===== src/rtl/shl_rr_arbiter.sv =====
// Round-robin arbiter that time-shares one registered left shifter among NREQ requesters.
// Each grant runs a fixed IDLE -> EXEC -> RESP sequence and returns a one-hot done pulse.
module shl_rr_arbiter #(
  parameter int unsigned DATAWIDTH = 8,
  parameter int unsigned NREQ      = 4
) (
  input  logic                      Clk,
  input  logic                      Rst,
  input  logic [NREQ-1:0]           req,
  input  logic [NREQ*DATAWIDTH-1:0] a_in,
  input  logic [NREQ*DATAWIDTH-1:0] sh_in,
  output logic [NREQ-1:0]           gnt,
  output logic [NREQ-1:0]           done,
  output logic [DATAWIDTH-1:0]      d,
  output logic                      busy
);

  localparam int unsigned PW = (NREQ > 1) ? $clog2(NREQ) : 1;

  typedef enum logic [1:0] {
    IDLE = 2'd0,
    EXEC = 2'd1,
    RESP = 2'd2
  } state_t;

  state_t               r_state;
  state_t               w_state_nxt;
  logic [PW-1:0]        r_ptr;
  logic [PW-1:0]        r_k;
  logic [DATAWIDTH-1:0] r_op_a;
  logic [DATAWIDTH-1:0] r_op_sh;
  logic [NREQ-1:0]      r_gnt;
  logic [NREQ-1:0]      r_done;
  logic [DATAWIDTH-1:0] r_d;

  logic                 w_found;
  logic [PW-1:0]        w_sel;
  logic [PW-1:0]        w_cand;
  logic [PW-1:0]        w_ptr_nxt;
  logic [DATAWIDTH-1:0] w_a_sel;
  logic [DATAWIDTH-1:0] w_sh_sel;
  logic                 w_take;

  // Search upward from the pointer, wrapping; the first set request wins.
  always_comb begin
    w_found = 1'b0;
    w_sel   = '0;
    w_cand  = '0;
    for (int unsigned i = 0; i < NREQ; i++) begin
      w_cand = PW'((32'(r_ptr) + i) % NREQ);
      if (!w_found && req[w_cand]) begin
        w_found = 1'b1;
        w_sel   = w_cand;
      end
    end
  end

  always_comb begin
    w_a_sel  = '0;
    w_sh_sel = '0;
    for (int unsigned i = 0; i < NREQ; i++) begin
      if (PW'(i) == w_sel) begin
        w_a_sel  = a_in[i*DATAWIDTH +: DATAWIDTH];
        w_sh_sel = sh_in[i*DATAWIDTH +: DATAWIDTH];
      end
    end
  end

  assign w_ptr_nxt = (w_sel == PW'(NREQ-1)) ? '0 : w_sel + PW'(1);

  always_comb begin
    w_state_nxt = r_state;
    w_take      = 1'b0;
    unique case (r_state)
      IDLE: begin
        if (w_found) begin
          w_take      = 1'b1;
          w_state_nxt = EXEC;
        end
      end
      EXEC:    w_state_nxt = RESP;
      RESP:    w_state_nxt = IDLE;
      default: w_state_nxt = IDLE;
    endcase
  end

  always_ff @(posedge Clk or posedge Rst) begin
    if (Rst) begin
      r_state <= IDLE;
    end else begin
      r_state <= w_state_nxt;
    end
  end

  // A logical left shift by >= DATAWIDTH already yields zero, covering overshift.
  always_ff @(posedge Clk or posedge Rst) begin
    if (Rst) begin
      r_ptr   <= '0;
      r_k     <= '0;
      r_op_a  <= '0;
      r_op_sh <= '0;
      r_gnt   <= '0;
      r_done  <= '0;
      r_d     <= '0;
    end else begin
      r_gnt  <= '0;
      r_done <= '0;
      if (w_take) begin
        r_op_a  <= w_a_sel;
        r_op_sh <= w_sh_sel;
        r_k     <= w_sel;
        r_ptr   <= w_ptr_nxt;
        r_gnt   <= {{(NREQ-1){1'b0}}, 1'b1} << w_sel;
      end
      if (r_state == EXEC) begin
        r_d    <= r_op_a << r_op_sh;
        r_done <= {{(NREQ-1){1'b0}}, 1'b1} << r_k;
      end
    end
  end

  assign gnt  = r_gnt;
  assign done = r_done;
  assign d    = r_d;
  assign busy = (r_state != IDLE);

endmodule


===== config.mk =====
export PLATFORM = sky130hd
export DESIGN_NAME = shl_rr_arbiter
export DESIGN_NICKNAME = d
export VERILOG_FILES = /design/src/rtl/shl_rr_arbiter.sv
export SDC_FILE = /design/constraint.sdc
export NUM_CORES = 1
export LEC_CHECK = 0
export CAP_MARGIN = 15
export CORE_UTILIZATION = 35
export CTS_BUF_LIST = sky130_fd_sc_hd__clkbuf_4 sky130_fd_sc_hd__clkbuf_8
export DETAILED_ROUTE_END_ITERATION = 10
export HOLD_SLACK_MARGIN = 0.02
export PLACE_DENSITY = 0.66
export REMOVE_ABC_BUFFERS = 1
export SYNTH_ARGS = -nofsm -noshare
export SYNTH_HDL_FRONTEND = slang
export SYNTH_SLANG_ARGS = --single-unit

===== constraint.sdc =====
create_clock -name Clk -period 2.8 [get_ports Clk]
set_clock_uncertainty 0.15 [all_clocks]
set_input_delay 0.42 -clock Clk [delete_from_list [all_inputs] [get_ports Clk]]
set_output_delay 0.42 -clock Clk [all_outputs]
set_load 0.1 [all_outputs]

==> impl_metrics.csv, run 1 <==
group,metric,value,unit
timing,finalSetupTns,0,ns
drt,vias,2220,
setup_path,cp-start-kind,"primary input",
drt,drcViolationCount,10,
drt,ant_nets,0,
setup_path,critPathSlowestCell,"clkdlybuf4s50_1",
grt,grt_pass1_wl,10100,um
layout,fin_nets,409,
yosys,yosysWarningCount,0,
grt,antenna_found_initial,0,
layout,syn2layout_area_growth,45.7,%
clocking,cts_tree,"built",
timing,fin_crit_sh,0.913,
setup_path,cp_max_fo,28,
layout,multiInputGateArea,1220,sq um
yosys,synthArstFlopShare,1.00,
grt,grt_max_degree,39,
place,dp_slack,-0.0527,ns
setup_path,cp_data_arrival_time,2.62,ns
clocking,root_buffer,"clkbuf_8",
yosys,ys_top_cells_by_area,"dfrtp_1 (41%), a21oi_1 (7.5%), a221o_1 (6.8%)",
clocking,path_clk_slew,0.07,ns
grt,grt_overflow_total,0,
flow_run,drv_cap,0,
yosys,seq_area_frac_synth,0.406,
timing,final-hold-violation-count,0,
timing,layout_setup_ws,0.243,ns
drt,drt_iter0_markers,94,
setup_path,reg2reg_slack,0.47,ns
timing,rsz0062_at_grt,"false",
clocking,cts_buffer_depth,2,
power,p_switching,1.55,mW
place,port-buffer-count,86,
yosys,netlist.area_leader.share,0.406,
timing,min_period,2.56,ns
clocking,hold_buffers,0,
setup_path,cp_slowest_stage_delay,0.56,ns
yosys,ys_top_cells_by_count,"dfrtp_1 (38), a21oi_1 (35), nand2_1 (23)",
layout,insertedDiodeCount,0,
layout,fill_cells,604,
yosys,synth.distinct_cells,42,
floorplanning,io-pin-count,87,
setup_path,crit_type,"primary input to register",
yosys,avgSynthCellArea,9.33,sq um
setup_path,r2r-start,"r_ptr[1]$_DFFE_PP0N_",
hold_path,whs_path_depth,1,
yosys,synth_edf_count,0,
timing,fmax,391,MHz
yosys,synth-seq-cells,38,
power,power_frac_comb,0.592,
layout,drive_gt1_frac,0.149,
floorplanning,dieArea,7020,sq um
clocking,clock_latency,0.29,ns
power,pwr-share-seq,0.290,
hold_path,whs_endpoint,"done[2]$_DFF_PP0_",
floorplanning,num_rows,29,
place,gp_congestion,0.841,
yosys,synth_top_flop_cell,"dfrtp_1",
setup_path,cp_num_buf_inv,2,
yosys,post-synth-top-count-cell,"dfrtp_1",
setup_path,crit_family,"buffers and inverters",
clocking,h-tree-depth,2,
setup_path,reg2reg_depth,8,
timing,maxSlewHeadroom,0.558,
hold_path,worstHoldStart,"r_k[0]$_DFFE_PP0N_",
yosys,netlist_area,2340,sq um
setup_path,end_kind,"register",
grt,grt.total_usage,0.180,
grt,grt_pass1_vias,2075,
status,status,"finished, violations left",
drt,viasPerCell,5.38,
clocking,clkSinkCount,38,
drt,wirelength,5960,um
floorplanning,core_area,6420,sq um
power,clock_power_share,0.118,
floorplanning,dieHeight,83.8,um
drt,wl_per_cell,14.4,um
status,violations,"DRC",
power,p_int,1.84,mW
hold_path,hold_path.class,"register to register",
floorplanning,initial_core_util,0.365,
drt,drtPass1Iterations,7,
power,p_sw_frac,0.456,
setup_path,crit_chain,"clkdlybuf4s50_1, nand2b_1, a21boi_0, nor3_1, ha_1, buf_12, a21oi_1, a221o_1, a31oi_1",
layout,regArea,951,sq um
clocking,post_cts_buffers,0,
yosys,netlist_instances,251,
power,power.density,993,nW/um^2
power,power.leakage,1.44,nW
place,dpl.hpwl,4410,um
timing,setup_viol,0,
setup_path,reg2reg_to,"r_op_a[7]$_DFFE_PP0N_",
clocking,cts_buffers,5,
power,ir_worst_vdd,0.315,mV
yosys,yosysTopAreaCell,"dfrtp_1",
clocking,post_cts_resized,0,
timing,tightest_slew,0.653,ns
timing,slew_viol_final,0,
floorplanning,die_w,83.8,um
setup_path,critPathRequiredTime,2.86,ns
[cells by family (layout without fill, tap and decap cells)]
group                      count (synthesis)  count (layout)  synth area share
AOI/OAI and AO/OA                         84              84             0.242
muxes                                      8               8            0.0620
buffers and inverters                     42             127            0.0742
adders and majority gates                  4               4            0.0214
DFF                                       38              38             0.406
and+or+nand+nor                           75              75             0.194
[worst max-delay path by stage]
stage                            from               endpoint  slack, ns  cells past startpoint
2_1_floorplan  r_state[1]$_DFFE_PP0P_     r_k[0]$_DFFE_PP0N_       0.24                      4
3_3_place_gp                   req[0]  r_op_a[2]$_DFFE_PP0N_       0.03                      9
3_5_place_dp                   req[3]  r_op_a[1]$_DFFE_PP0N_      -0.05                      9
4_1_cts                        req[3]  r_op_a[1]$_DFFE_PP0N_       0.24                      9
5_1_grt                        req[3]  r_op_a[1]$_DFFE_PP0N_       0.02                      9
6_report                       req[3]  r_op_a[1]$_DFFE_PP0N_       0.24                      9
[metrics by stage]
step | area [sq um] | std cells | power, mW | util | hold WS, ns
final | 3410 | 413 | 3.39 | 0.531 | 0.335
after global routing | 3410 | 413 | 3.63 | 0.531 | 0.376
after global placement | 3320 | 405 | 2.97 | 0.516 | 0.323
after detailed placement | 3320 | 405 | 3.01 | 0.516 | 0.329
after CTS | 3410 | 413 | 3.42 | 0.531 | 0.337
after floorplan | 2250 | 230 | 2.35 | - | 0.293
[state kept, by name, summed over array words and instances (netlist names)]
signal / flops
r_ptr: 2
gnt: 4
r_op_a: 8
d: 8
r_state: 2
r_op_sh: 8
r_k: 2
done: 4
[power groups by stage]
stage | sequential (mW) | combinational, mW | clock (mW)
4_1_cts | 0.982 | 2.03 | 0.408
5_1_grt | 1.02 | 2.16 | 0.439
2_1_floorplan | 1.24 | 1.11 | 0
3_5_place_dp | 0.991 | 2.02 | 0
6_report | 0.984 | 2.01 | 0.401
3_3_place_gp | 0.983 | 1.99 | 0
[cells in the final DEF, fill, tap and decap left out, drive strengths merged]
cell           instances
nor2b                  1
nor3                   4
ha                     4
nand3                  2
nand2                 24
nor4b                  1
mux2                   2
clkbuf                 7
o41a                   1
a21o                   1
or4                    2
nand4b                 2
o22a                   1
nor4                   2
a21oi                 35
and3                   5
nand2b                 5
clkinv                 1
or4b                   1
a21boi                 1
o31ai                  2
a221o                 16
nand3b                17
clkdlybuf4s50         69
mux4                   5
nor2                   4
o21ai                  4
a31oi                 16
dfrtp                 38
nor4bb                 1
buf                   29
mux2i                  1
nor3b                  2
o41ai                  2
inv                   21
a32oi                  3
or3                    2
a22o                   2
[area by class of cell]
class	instances	share of cell area
Multi-Input combinational cell	171	0.357
Sequential cell	38	0.279
Timing Repair Buffer	98	0.285
Inverter	21	0.0238
Clock inverter	1	0.00147
Clock buffer	7	0.0264
Tap cell	77	0.0282
[routing by layer]
layer,share of wire,global-route usage,vias up
met4,0.0044,0.0423,0
li1,-,-,1109
met2,0.47,0.294,67
met5,0,0,-
met1,0.47,0.243,1041
met3,0.053,0.0386,3
Power figures use the tool's default switching activity.
==> inputs of run 2 (changes only) <==
CAP_MARGIN = default   (was 15)
==> results of run 2 <==
The final DEF is identical to that of run 1; final timing and power are the same.
